[config.mk]
export PLATFORM = sky130hd
export DESIGN_NAME = sd_scoreboard_req
export DESIGN_NICKNAME = d
export VERILOG_FILES = /design/src/rtl/sdlib_pkg.sv /design/src/rtl/sd_sbreq_prienc.sv /design/src/rtl/sd_scoreboard_req.sv
export SDC_FILE = /design/constraint.sdc
export NUM_CORES = 1
export LEC_CHECK = 0
export CAP_MARGIN = 20
export CORE_MARGIN = 2
export CORE_UTILIZATION = 42
export DETAILED_ROUTE_END_ITERATION = 7
export PLACE_DENSITY = 0.82
export SYNTH_ARGS = -nofsm -noshare
export SYNTH_HDL_FRONTEND = slang
export SYNTH_SLANG_ARGS = --single-unit
export TNS_END_PERCENT = 1
[constraint.sdc]
create_clock -name clk -period 2.75 [get_ports clk]
set_input_delay 0.4125 -clock clk [delete_from_list [all_inputs] [get_ports clk]]
set_output_delay 0.4125 -clock clk [all_outputs]
set_load 0.05 [all_outputs]
[src/rtl/sdlib_pkg.sv]
// rtl/sdlib_pkg.sv - shared sdlib constants: scoreboard request-type encoding
package sdlib_pkg;

  localparam logic REQ_READ  = 1'b0;
  localparam logic REQ_WRITE = 1'b1;

endpackage

[src/rtl/sd_sbreq_prienc.sv]
// rtl/sd_sbreq_prienc.sv - lowest-index-set priority encoder for free txid selection
module sd_sbreq_prienc #(
  parameter int n  = 4,
  parameter int iw = 2
) (
  input  logic [n-1:0]  req,
  output logic [iw-1:0] index,
  output logic          any
);

  // Scan from the top down so the lowest set bit is the last one written.
  always_comb begin
    index = '0;
    for (int i = n - 1; i >= 0; i--) begin
      if (req[i]) index = iw'(i);
    end
  end

  assign any = |req;

endmodule

[src/rtl/sd_scoreboard_req.sv]
// rtl/sd_scoreboard_req.sv - scoreboard requester: txid allocation, tag table, one-entry result register
// Optional unexpected-response checking: define SDLIB_SBREQ_ERRCHK_EN.
module sd_scoreboard_req
  import sdlib_pkg::*;
#(
  parameter int width   = 8,
  parameter int items   = 64,
  parameter int txid_sz = 2,
  parameter int asz     = $clog2(items)
) (
  input  logic               clk,
  input  logic               reset,
  input  logic               c_srdy,
  output logic               c_drdy,
  input  logic               c_req_type,
  input  logic [width-1:0]   c_mask,
  input  logic [width-1:0]   c_data,
  input  logic [asz-1:0]     c_itemid,
  output logic               ip_srdy,
  input  logic               ip_drdy,
  output logic               ip_req_type,
  output logic [txid_sz-1:0] ip_txid,
  output logic [width-1:0]   ip_mask,
  output logic [width-1:0]   ip_data,
  output logic [asz-1:0]     ip_itemid,
  input  logic               ic_srdy,
  output logic               ic_drdy,
  input  logic [txid_sz-1:0] ic_txid,
  input  logic [width-1:0]   ic_data,
  output logic               p_srdy,
  input  logic               p_drdy,
  output logic [asz-1:0]     p_itemid,
  output logic [width-1:0]   p_data,
  output logic [txid_sz:0]   outstanding,
  output logic               err_unexp
);

  localparam int ntx = 2 ** txid_sz;
  localparam logic [txid_sz:0] out_max = (txid_sz + 1)'(ntx);

  logic [ntx-1:0]     free;
  logic [asz-1:0]     tag [ntx];
  logic [txid_sz-1:0] free_idx;
  logic               any_free;
  logic               is_read, rd_xfer, ic_xfer, rsp_ok, rsp_err;

  sd_sbreq_prienc #(.n(ntx), .iw(txid_sz)) u_prienc (
    .req   (free),
    .index (free_idx),
    .any   (any_free)
  );

  assign is_read     = (c_req_type == REQ_READ);
  assign ip_srdy     = c_srdy & (!is_read | any_free);
  assign c_drdy      = ip_drdy & (!is_read | any_free);
  assign ip_req_type = c_req_type;
  assign ip_mask     = c_mask;
  assign ip_data     = c_data;
  assign ip_itemid   = c_itemid;
  assign ip_txid     = is_read ? free_idx : '0;
  assign rd_xfer     = ip_srdy & ip_drdy & is_read;

  assign ic_drdy = !p_srdy | p_drdy;
  assign ic_xfer = ic_srdy & ic_drdy;

`ifdef SDLIB_SBREQ_ERRCHK_EN
  assign rsp_err = ic_xfer & free[ic_txid];
`else
  assign rsp_err = 1'b0;
`endif
  assign rsp_ok = ic_xfer & !rsp_err;

  // Allocation is written last so it wins if both ever target the same id.
  always_ff @(posedge clk or posedge reset) begin
    if (reset) begin
      free <= '1;
    end else begin
      if (rsp_ok)  free[ic_txid]  <= 1'b1;
      if (rd_xfer) free[free_idx] <= 1'b0;
    end
  end

  always_ff @(posedge clk) begin
    if (rd_xfer) tag[free_idx] <= c_itemid;
  end

  always_ff @(posedge clk or posedge reset) begin
    if (reset) begin
      outstanding <= '0;
    end else begin
      case ({rd_xfer && outstanding != out_max, rsp_ok && outstanding != '0})
        2'b10:   outstanding <= outstanding + 1'b1;
        2'b01:   outstanding <= outstanding - 1'b1;
        default: outstanding <= outstanding;
      endcase
    end
  end

  always_ff @(posedge clk or posedge reset) begin
    if (reset) begin
      p_srdy    <= 1'b0;
      p_data    <= '0;
      p_itemid  <= '0;
      err_unexp <= 1'b0;
    end else begin
      err_unexp <= rsp_err;
      if (rsp_ok) begin
        p_srdy   <= 1'b1;
        p_data   <= ic_data;
        p_itemid <= tag[ic_txid];
      end else if (p_drdy) begin
        p_srdy <= 1'b0;
      end
    end
  end

endmodule

==> impl_metrics.json <==
{
  "synth_flop_cell": "edfxtp_1",
  "max_stage_delay_ns": 0.86,
  "grt_pass1_vias": 1212,
  "status": "complete, no violations",
  "cap_violations": 0,
  "avgSynthCellArea_um2": 14.87,
  "synthCells": 138,
  "root_buffer": "clkbuf_8",
  "post-route-min-period_ns": 2.303,
  "layout_worst_path_cycle_share_pct": 83.73,
  "antenna_found_initial": 0,
  "grt_usage_pct": 15.02,
  "vias_per_cell": 4.888,
  "cts_tree": "done",
  "synth_edf_count": 24,
  "post_cts_buffers": 0,
  "path_clk_slew_ns": 0.08,
  "clockPowerShare_pct": 19.4,
  "grt_pass1_wl_um": 5851,
  "cp_max_fo": 8,
  "synth-seq-area-share_pct": 62.20,
  "intPower_mw": 1.267,
  "drt-initial-drc-count": 82,
  "antennaDiodeCount": 0,
  "grt_max_degree": 23,
  "drv_slew": 0,
  "finish.utilization_pct": 54.17,
  "gp_congestion": 0.8562,
  "ff_latch_area_um2": 1276,
  "dieArea_um2": 5460,
  "drt_pass1_iterations": 4,
  "core_area_um2": 4723,
  "p_seq_share_pct": 46.0,
  "syn_area_um2": 2052,
  "n_fill_cell": 399,
  "irDropWorstVdd_uv": 361.7,
  "hold_class": "reg2reg",
  "worstPathCellList": "clkdlybuf4s50_1, clkdlybuf4s50_1",
  "drive_gt1_share_pct": 21.84,
  "total_power_mw": 1.973,
  "holdWs_ns": 0.5061,
  "cts_hold_buf": 0,
  "worst-path-buf-inv": 2,
  "postRouteAntennaNets": 0,
  "clock.fmax_ghz": 0.4343,
  "setup.worst_path.end_class": "output pin",
  "synth_top_area_share_pct": 35.12,
  "drc": 0,
  "p_comb_share_pct": 34.7,
  "fin_nets": 214,
  "synth-seq-cells": 46,
  "wl_per_cell_um": 15.11,
  "setup_viol_count_final": 0,
  "cts.sinks": 46,
  "io_pins": 86,
  "grt_overflow": 0,
  "cts_made_buffers": 5,
  "wirelength_um": 3641,
  "stdcell_count": 241,
  "start_kind": "input port",
  "cpMostUsedCell": "clkdlybuf4s50_1",
  "p_per_area_nw_per_um2": 771.3,
  "ys_types": 31,
  "maxSlewHeadroom_pct": 46.01,
  "die_x_um": 73.90,
  "crit_required_ns": 2.34,
  "cts_max_level": 2,
  "syn_nets": 179,
  "swShare_pct": 35.78,
  "yosys_warnings": 0,
  "grt_setup_unrepaired": "false",
  "multi_input_area_um2": 550.5,
  "final_hold_viol_count": 0,
  "p_leak_nw": 0.9481,
  "arrival_ns": 1.89,
  "cts_buffer_depth": 2,
  "place.detailed.hpwl_um": 2635,
  "tightest_slew_ns": 0.8090,
  "yosysTopAreaCell": "edfxtp_1",
  "post_cts_resized": 0,
  "critical_path_class": "in2out",
  "setup_tns_ns": 0,
  "io_buffers": 52,
  "insertion_delay_ns": 0.29,
  "crit_family": "buffers and inverters",
  "area_delta_synth_final_pct": 24.69,
  "dp.cells": 233,
  "vias": 1178,
  "critPathSlowestCell": "clkdlybuf4s50_1",
  "die_y_um": 73.90,
  "synthArstFlopShare_pct": 47.83,
  "placementRows": 25,
  "yosys-top-cells-area": "edfxtp_1 (35%), dfrtp_1 (22%), buf_4 (9.1%), mux2_2 (7.7%), mux4_2 (6.6%)",
  "start_util_pct": 43.44,
  "fin_skew_ns": 0.005652,
  "p_sw_mw": 0.7060
}
==> layer usage <==
metal / routed length [um] / up-vias / part of all wire [%] / global-route usage (%)
met5: 0 / - / 0 / 0
met4: 102 / 0 / 2.8 / 9.899
met3: 312 / 13 / 8.6 / 4.527
met2: 1797 / 61 / 49 / 24.80
met1: 1428 / 565 / 39 / 16.65
li1: - / 539 / - / -
==> state kept, by name, indices dropped and copies added, names as in the netlist <==
signal	flops
free	4
outstanding	3
p_data	8
p_itemid	6
p_srdy	1
tag	24
==> power groups by stage <==
stage | combinational (mW) | clock (mW) | sequential, mW
2_1_floorplan | 0.325 | 0 | 1.11
3_3_place_gp | 0.675 | 0 | 0.915
3_5_place_dp | 0.687 | 0 | 0.920
4_1_cts | 0.692 | 0.395 | 0.906
5_1_grt | 0.732 | 0.421 | 0.919
6_report | 0.685 | 0.382 | 0.907
==> layout by cell type, fill, tap and decap left out, types with 3 or more instances in the layout <==
| cell | n |
|---|---|
| nor2_1 | 6 |
| mux2_2 | 14 |
| edfxtp_1 | 24 |
| dfrtp_1 | 18 |
| buf_4 | 6 |
| clkinv_1 | 3 |
| clkdlybuf4s50_1 | 48 |
| clkbuf_8 | 5 |
| mux4_2 | 6 |
| nor3_1 | 4 |
| inv_1 | 6 |
| and2_1 | 3 |
| dfstp_2 | 4 |
| nand2_1 | 3 |
==> area by class of cell <==
| type | count | area share [%] |
|---|---|---|
| well taps | 67 | 3.276 |
| multi-input cells | 59 | 21.52 |
| clock buffers | 5 | 2.689 |
| inverters | 6 | 0.8802 |
| repair buffers | 55 | 21.32 |
| clock inverters | 3 | 0.4401 |
| flip-flops and latches | 46 | 49.88 |
==> per-stage QoR <==
stage / cell area, um2 / worst slack, ns
2_1_floorplan: 2052 / 0.3081
3_3_place_gp: 2479 / 0.3161
3_5_place_dp: 2479 / 0.1612
4_1_cts: 2559 / 0.4573
5_1_grt: 2559 / 0.2643
6_report: 2559 / 0.4474
==> Yosys cell counts, types with 2 or more instances <==
master    instances
dfrtp_1          18
o41ai_1           2
buf_4            25
a41oi_1           2
edfxtp_1         24
xor2_1            2
nor2_1            6
a21oi_1           2
inv_1             6
mux4_2            6
nand2_1           3
dfstp_2           4
and2_1            3
o21ai_0           2
mux2_2           14
nor3_1            4
==> worst paths after layout <==
path | startpoint | to | depth (start not counted) | slack (ns)
setup reg to reg | free[0] | outstanding[2] | 9 | 0.79
hold reg to reg | p_data[3] | p_data[3] | 1 | 0.51
max in group asynchronous | reset | outstanding[2] | 2 | 1.67
hold / removal | p_data[3] | p_data[3] | 1 | 0.51
min in group asynchronous | reset | p_itemid[5] | 2 | 0.58
setup / recovery | c_req_type | ip_req_type | 2 | 0.45
==> logic make-up (layout without fill, tap and decap cells) <==
family	after synthesis	count (layout)	synth area share [%]
compound gates	9	9	3.110
xor+xnor	3	3	1.281
fa+ha+maj	2	2	1.585
buf+inv	33	69	10.98
flops	46	46	62.19
mux	21	21	14.76
other cells	1	1	0.1828
simple gates	23	23	5.915
(Power assumes the default switching activity.)
